`src/rtl/ir_sequencer.sv`:
```
// rtl/ir_sequencer.sv - instruction register and step counter closing the decode loop
//
// Holds the instruction register and two-bit step counter that feed the control
// decoder, and acts on the decoder's load/clear/immediate/done controls. Opcode
// and immediate bytes arrive over a valid/ack byte source. A step that needs a
// byte waits while none is offered. A step counter that runs past its last step
// without being cleared is treated as an unknown opcode: it is flagged and the
// instruction register is forced back to the fetch opcode.
//
// Ports:
//   clk            system clock, rising edge
//   reset          synchronous, active-high
//   run            1 = execute, 0 = halt at the next instruction boundary
//   data_in        opcode or immediate byte from the byte source
//   data_valid     data_in holds a valid byte
//   data_ack       byte on data_in consumed this cycle (combinational)
//   rIR_enable     decoder: load the instruction register from data_in
//   counter_clear  decoder: return the step counter to 0
//   data_in_select decoder: this step consumes an immediate byte
//   done           decoder: instruction retires on this step
//   rIR_data       instruction register, to decoder
//   counter        step counter, to decoder
//   stall          waiting on the byte source (combinational)
//   illegal        sticky flag, step counter overran without a clear
//   instr_count    retired instruction count, wraps

module ir_sequencer #(
   parameter int CNT_W = 8
) (
   input  logic             clk,
   input  logic             reset,
   input  logic             run,
   input  logic [7:0]       data_in,
   input  logic             data_valid,
   output logic             data_ack,
   input  logic             rIR_enable,
   input  logic             counter_clear,
   input  logic             data_in_select,
   input  logic             done,
   output logic [7:0]       rIR_data,
   output logic [1:0]       counter,
   output logic             stall,
   output logic             illegal,
   output logic [CNT_W-1:0] instr_count
);

   typedef enum logic {
      IDLE = 1'b0,
      EXEC = 1'b1
   } stateT;

   stateT stateQ;
   stateT stateD;

   logic needByte;
   logic advance;
   logic overrun;

   // State register.
   always_ff @(posedge clk) begin
      if (reset) begin
         stateQ <= IDLE;
      end else begin
         stateQ <= stateD;
      end
   end

   // Next state. Halting only happens on a cycle that actually retires an
   // instruction, so the IR already holds the next opcode when IDLE is entered.
   always_comb begin
      stateD = stateQ;
      case (stateQ)
         IDLE: begin
            if (run) begin
               stateD = EXEC;
            end
         end
         EXEC: begin
            if (advance && done && !run) begin
               stateD = IDLE;
            end
         end
         default: stateD = IDLE;
      endcase
   end

   // Outputs. Loading the IR and taking an immediate share the single byte
   // offered per cycle, so at most one ack is raised.
   always_comb begin
      needByte = rIR_enable | data_in_select;
      advance  = 1'b0;
      stall    = 1'b0;
      data_ack = 1'b0;
      if (!reset && stateQ == EXEC) begin
         advance  = !needByte || data_valid;
         stall    = needByte && !data_valid;
         data_ack = needByte && data_valid;
      end
   end

   // A step past 3 without a clear means the decoder fell into its default case.
   assign overrun = (counter == 2'd3) && !counter_clear;

   always_ff @(posedge clk) begin
      if (reset) begin
         rIR_data    <= 8'h00;
         counter     <= 2'd0;
         illegal     <= 1'b0;
         instr_count <= '0;
      end else if (advance) begin
         if (overrun) begin
            // IR = 00h with counter 0 makes the decoder request a fresh fetch.
            illegal  <= 1'b1;
            rIR_data <= 8'h00;
            counter  <= 2'd0;
         end else begin
            if (rIR_enable) begin
               rIR_data <= data_in;
            end
            counter <= counter_clear ? 2'd0 : counter + 2'd1;
         end
         if (done) begin
            instr_count <= instr_count + CNT_W'(1);
         end
      end
   end

endmodule

```
`config.mk`:
```
export PLATFORM = sky130hd
export DESIGN_NAME = ir_sequencer
export DESIGN_NICKNAME = d
export VERILOG_FILES = /design/src/rtl/ir_sequencer.sv
export SDC_FILE = /design/constraint.sdc
export NUM_CORES = 1
export LEC_CHECK = 0
export ABC_AREA = 1
export BUFFER_PORTS_ARGS = -buffer_cell sky130_fd_sc_hd__buf_2
export CAP_MARGIN = 20
export CORE_MARGIN = 3
export CORE_UTILIZATION = 45
export CTS_BUF_LIST = sky130_fd_sc_hd__clkbuf_2 sky130_fd_sc_hd__clkbuf_4 sky130_fd_sc_hd__clkbuf_8
export CTS_CLUSTER_DIAMETER = 30
export DETAILED_ROUTE_END_ITERATION = 7
export GPL_TIMING_DRIVEN = 1
export PLACE_DENSITY = 0.75
export SETUP_SLACK_MARGIN = 0.3
export SLEW_MARGIN = 40
export SYNTH_ARGS = -nofsm -noshare
export SYNTH_HDL_FRONTEND = slang
export SYNTH_SLANG_ARGS = --single-unit
```
`constraint.sdc`:
```
create_clock -name clk -period 2.2 [get_ports clk]
set_clock_uncertainty 0.05 [all_clocks]
set_input_delay 0.44 -clock clk [delete_from_list [all_inputs] [get_ports clk]]
set_output_delay 0.44 -clock clk [all_outputs]
set_load 0.01 [all_outputs]
```
* Word-level counts from Yosys, hierarchy flattened *
Index checks and enable logic that the tools add are counted.

word-level totals
  bits in registers = 20
  bits of input ports = 16
  output and inout port bits = 21
  word-level logic and storage cells = 36

cells by class
  add/sub/neg operators = 2
  eq/ne operators = 1
  mux-type cells = 10
  bitwise logic cells = 2
  reduce and logical (&&, ||, !) cells = 16

operators with widths
  kind                                         number
  2-to-1 mux 8 bit                             2
  adder 8 x 1 -> 8 bit, second input constant  1
  logical AND 1 bit                            6
  AND reduction 2 bit                          3
  zero test 1 bit                              5
  2-to-1 mux 1 bit                             5
  2-to-1 mux 2 bit                             2
  adder 2 x 1 -> 2 bit, second input constant  1
  equality test 2 bit, second input constant   1
  one-hot mux 1 bit (2 select lines)           1
  nonzero test 2 bit                           1
  logical OR 1 bit                             1
  NOT 1 bit                                    1
  bitwise OR 1 bit                             1

* Logic depth before layout (Yosys ltp) *
  depth after elaboration = 8
  gate-level depth with buffers = 8
  mapped depth without buffers = 8

* Worst setup path after synthesis *
No wires, ideal clock.

  path type = input port to output port
  start point = input data_valid
  end point = output stall
  arrival time = 0.855 ns
  required time = 1.710 ns
  path slack = 0.855 ns
  stages on the path = 3
  buffers on the path = 0
  cells stage by stage = inv_1 o21ai_2 nor2_1

between the ends
  longest elaborated chain between the ends = 3

RTL lines
  element             RTL line  text
  start: declaration  34        input logic data_valid,
  zero test 1 bit     96        stall = needByte && !data_valid;
  logical AND 1 bit   96
  2-to-1 mux 1 bit    94        if (!reset && stateQ == EXEC) begin
  end: declaration    42        output logic stall,

Every way passes these cells.

* Final worst setup path *
  start point = input reset
  end point = output data_ack

between the ends
  longest elaborated chain between the ends = 3

RTL lines
  element             RTL line  text
  start: declaration  31        input logic reset,
  zero test 1 bit     94
  logical AND 1 bit   94
  2-to-1 mux 1 bit    94
  end: declaration    35        output logic data_ack,

Every way passes these cells.

==> summary.md <==
| Metric | Value |
|---|---|
| Vias in the first global route | `845` |
| Most common cell after layout, fill and taps aside | `buf_2` |
| Worst slew margin | `78.3%` |
| Critical path class | `in -> out` |
| Post-synthesis sequential area ratio | `43.4%` |
| Final Critical Period | `1.65 ns` |
| First-pass GRT wire length | `3.52 mm` |
| Worst skew pair latency | `0.29 ns` |
| Overflow after GRT | `0` |
| Leading cell types in the layout, fill and taps excluded | `36 x buf_2, 31 x nand2_1, 20 x dfxtp_1` |
| Lkg Pwr | `0.588 nW` |
| Peak VDD IR | `0.000394 V` |
| Period utilisation layout | `75.0%` |
| Vias | `884` |
| Syn_area_per_cell | `7.50 sq um` |
| Crit path buffers/inverters | `3` |
| Required time of the critical path | `1.71 ns` |
| Area of the multi-input gates | `463 sq um` |
| Synth Area in XOR/XNOR | `2.85%` |
| Worst hold slack | `0.306 ns` |
| Worst Path Arrival | `1.16 ns` |
| Post-Syn Instances | `123` |
| Clock slew at reported path FFs | `0.11 ns` |
| CP peak stage delay | `0.19 ns` |
| Routed len/inst | `10.7 um` |
| Worst Setup SP | `reset` |
| H-tree depth | `1` |
| YS warnings | `0` |
| Seq cells post-synth | `20` |
| Final net count | `181` |
| Reg2reg end | `rIR_data[7]` |
| Mapped Area | `922 sq um` |
| TritonCTS buffer count | `3` |
| Hold WC Path Type | `in -> reg` |
| Worst Min Path Start | `run` |
| Worst path most repeated cell | `buf_2` |
| Post-route ant nets | `0` |
| Starting Density | `50.7%` |
| Fillers | `174` |
| # rows | `15` |
| Largest family of logic cells by synthesized area | `simple AND/OR/NAND/NOR gates` |
| Final Max Slew Viols | `0` |
| Total Routing Usage GR | `17.3%` |
| Critical path's top delay family | `buffers and inverters` |
| IO Pins | `37` |
| CP max FO | `14` |
| Root Buffer | `clkbuf_4` |
| Postcts setup bufs | `0` |
| GP Congestion | `0.751` |
| Inst Count DP | `183` |
| Synth Area in Simple Gates | `33.4%` |
| Compound-gate portion of the synthesized area | `11.3%` |
| Register-to-register path setup slack | `0.80 ns` |
| Crit-path cells | `buf_2 -> inv_4 -> nand2_4 -> nor3_1 -> buf_2` |
| Largest net degree at the start of global routing | `15` |
| Routed wire length | `2.00 mm` |
| Clk sinks | `20` |
| Port bufs | `36` |
| Layout cells sized above 1 | `30.9%` |
| Post-synthesis mux area share | `0%` |
| Die Y | `51.3 um` |
| RSZ-0062 raised after global routing | `no` |
| Via-per-instance ratio | `4.73` |
| Die area | `0.00263 sq mm` |
| Remaining DRCs | `0` |
| Outcome | `complete, no violations` |
| Adder-Cell Fraction of Synth Area | `2.71%` |
| Clock Tree Buf Depth | `2` |
| Final setup margin | `0.550 ns` |
| Startpoint types | `input pin` |
| Setup WS pre-CTS | `0.546 ns` |
| Area grow syn2layout | `28.2%` |
| Initial antenna violation count | `0` |
| Post-synth cell types | `20` |
| Core ar. | `0.00182 sq mm` |
| Hold-fix buffers, CTS | `0` |
| Least-Margin Pin Slew | `0.324 ns` |
| DR pass1 iterations | `4` |
| FMAX | `606 MHz` |
| Nature of the critical path endpoint | `primary output` |
| Post-CTS resize count | `0` |
| CTS tree | `done` |
| WHS Endpoint | `stateQ` |
| Drt initial violations | `16` |
| Max-Cap Viols | `0` |
| Register area | `400 sq um` |
| Final setup vio count | `0` |
| Hold Path Cell Cnt | `3` |
| Final hold vios | `0` |
| R2R depth | `6` |
| CP max stage cell | `buf_2` |
| Die W | `51.3 um` |
| Syn Nets | `141` |
| Setup TNS Final | `0 ns` |
| Reg2reg start | `counter[0]` |
| Final cell count without fillers | `187` |
| DPL Wire Length | `1.58 mm` |
| N_diodes | `0` |
| Pwr dens | `623 mW/mm^2` |
## sequential cells by signal (all words and copies together) (netlist names)
name / cells
instr_count: 8
rIR_data: 8
counter: 2
illegal: 1
stateQ: 1
## synthesized netlist by cell type
cell / n / area (sq um)
nand2_1: 31 / 116
dfxtp_1: 20 / 400
nand3_1: 14 / 70.1
nor2_1: 13 / 48.8
a21oi_1: 12 / 60.1
inv_1: 10 / 37.5
o21ai_0: 4 / 20.0
inv_2: 3 / 11.3
nand2_4: 3 / 33.8
ha_1: 2 / 25.0
xor2_1: 2 / 17.5
clkbuf_1: 1 / 3.75
inv_4: 1 / 6.26
nand3_4: 1 / 17.5
nor3_1: 1 / 5.00
nor3_4: 1 / 16.3
o21a_1: 1 / 7.51
o21ai_2: 1 / 8.76
o21bai_1: 1 / 7.51
xnor2_1: 1 / 8.76
## cell type report
| cell class | instances | share of cell area (%) |
|---|---|---|
| clock buffers | 3 | 1.90 |
| clock inverters | 1 | 2.54 |
| inverters | 14 | 4.66 |
| multi-input cells | 88 | 39.2 |
| flip-flops and latches | 20 | 33.9 |
| well taps | 25 | 2.65 |
| repair buffers | 36 | 15.2 |
## worst register-to-register path: stages, from the launching register on
cell     delay, ns
dfxtp_1       0.35
ha_1          0.22
nand2_1       0.27
nand2_1       0.15
nand2_4       0.13
nand2_1       0.06
a21oi_1       0.12
## how the worst max path moves through the flow
stage,to,slack (ns),depth (start not counted)
4_1_cts,data_ack,0.54,5
3_5_place_dp,data_ack,0.55,5
6_report,data_ack,0.55,5
2_1_floorplan,stall,0.86,3
3_3_place_gp,data_ack,0.61,5
5_1_grt,data_ack,0.45,5
## report_power, final
group | switching [mW] | total (mW) | internal [mW]
clock network | 0.113 | 0.297 | 0.184
logic | 0.0400 | 0.0662 | 0.0262
registers | 0.00514 | 0.374 | 0.369
## layer usage
| metal | GRT usage [%] | routed length [um] | vias up |
|---|---|---|---|
| met2 | 31.3 | 985 | 28 |
| li1 | - | - | 473 |
| met1 | 20.8 | 894 | 381 |
| met4 | 3.93 | 9 | 0 |
| met5 | 0 | 0 | - |
| met3 | 3.50 | 114 | 2 |
## cell families (layout without fill, tap and decap cells)
family | count (synthesis) | in the layout
xor+xnor | 3 | 3
flops | 20 | 20
buf+inv | 15 | 54
simple gates | 64 | 64
fa+ha+maj | 2 | 2
compound gates | 19 | 19
## metrics by stage
stage | area [sq um] | utilization (%) | total power, mW
3_3_place_gp | 1130 | 62.1 | 0.447
4_1_cts | 1180 | 64.9 | 0.747
6_report | 1180 | 64.9 | 0.737
5_1_grt | 1180 | 64.9 | 0.770
3_5_place_dp | 1130 | 62.1 | 0.449
2_1_floorplan | 922 | - | 0.420
Power figures use the tool's default switching activity.
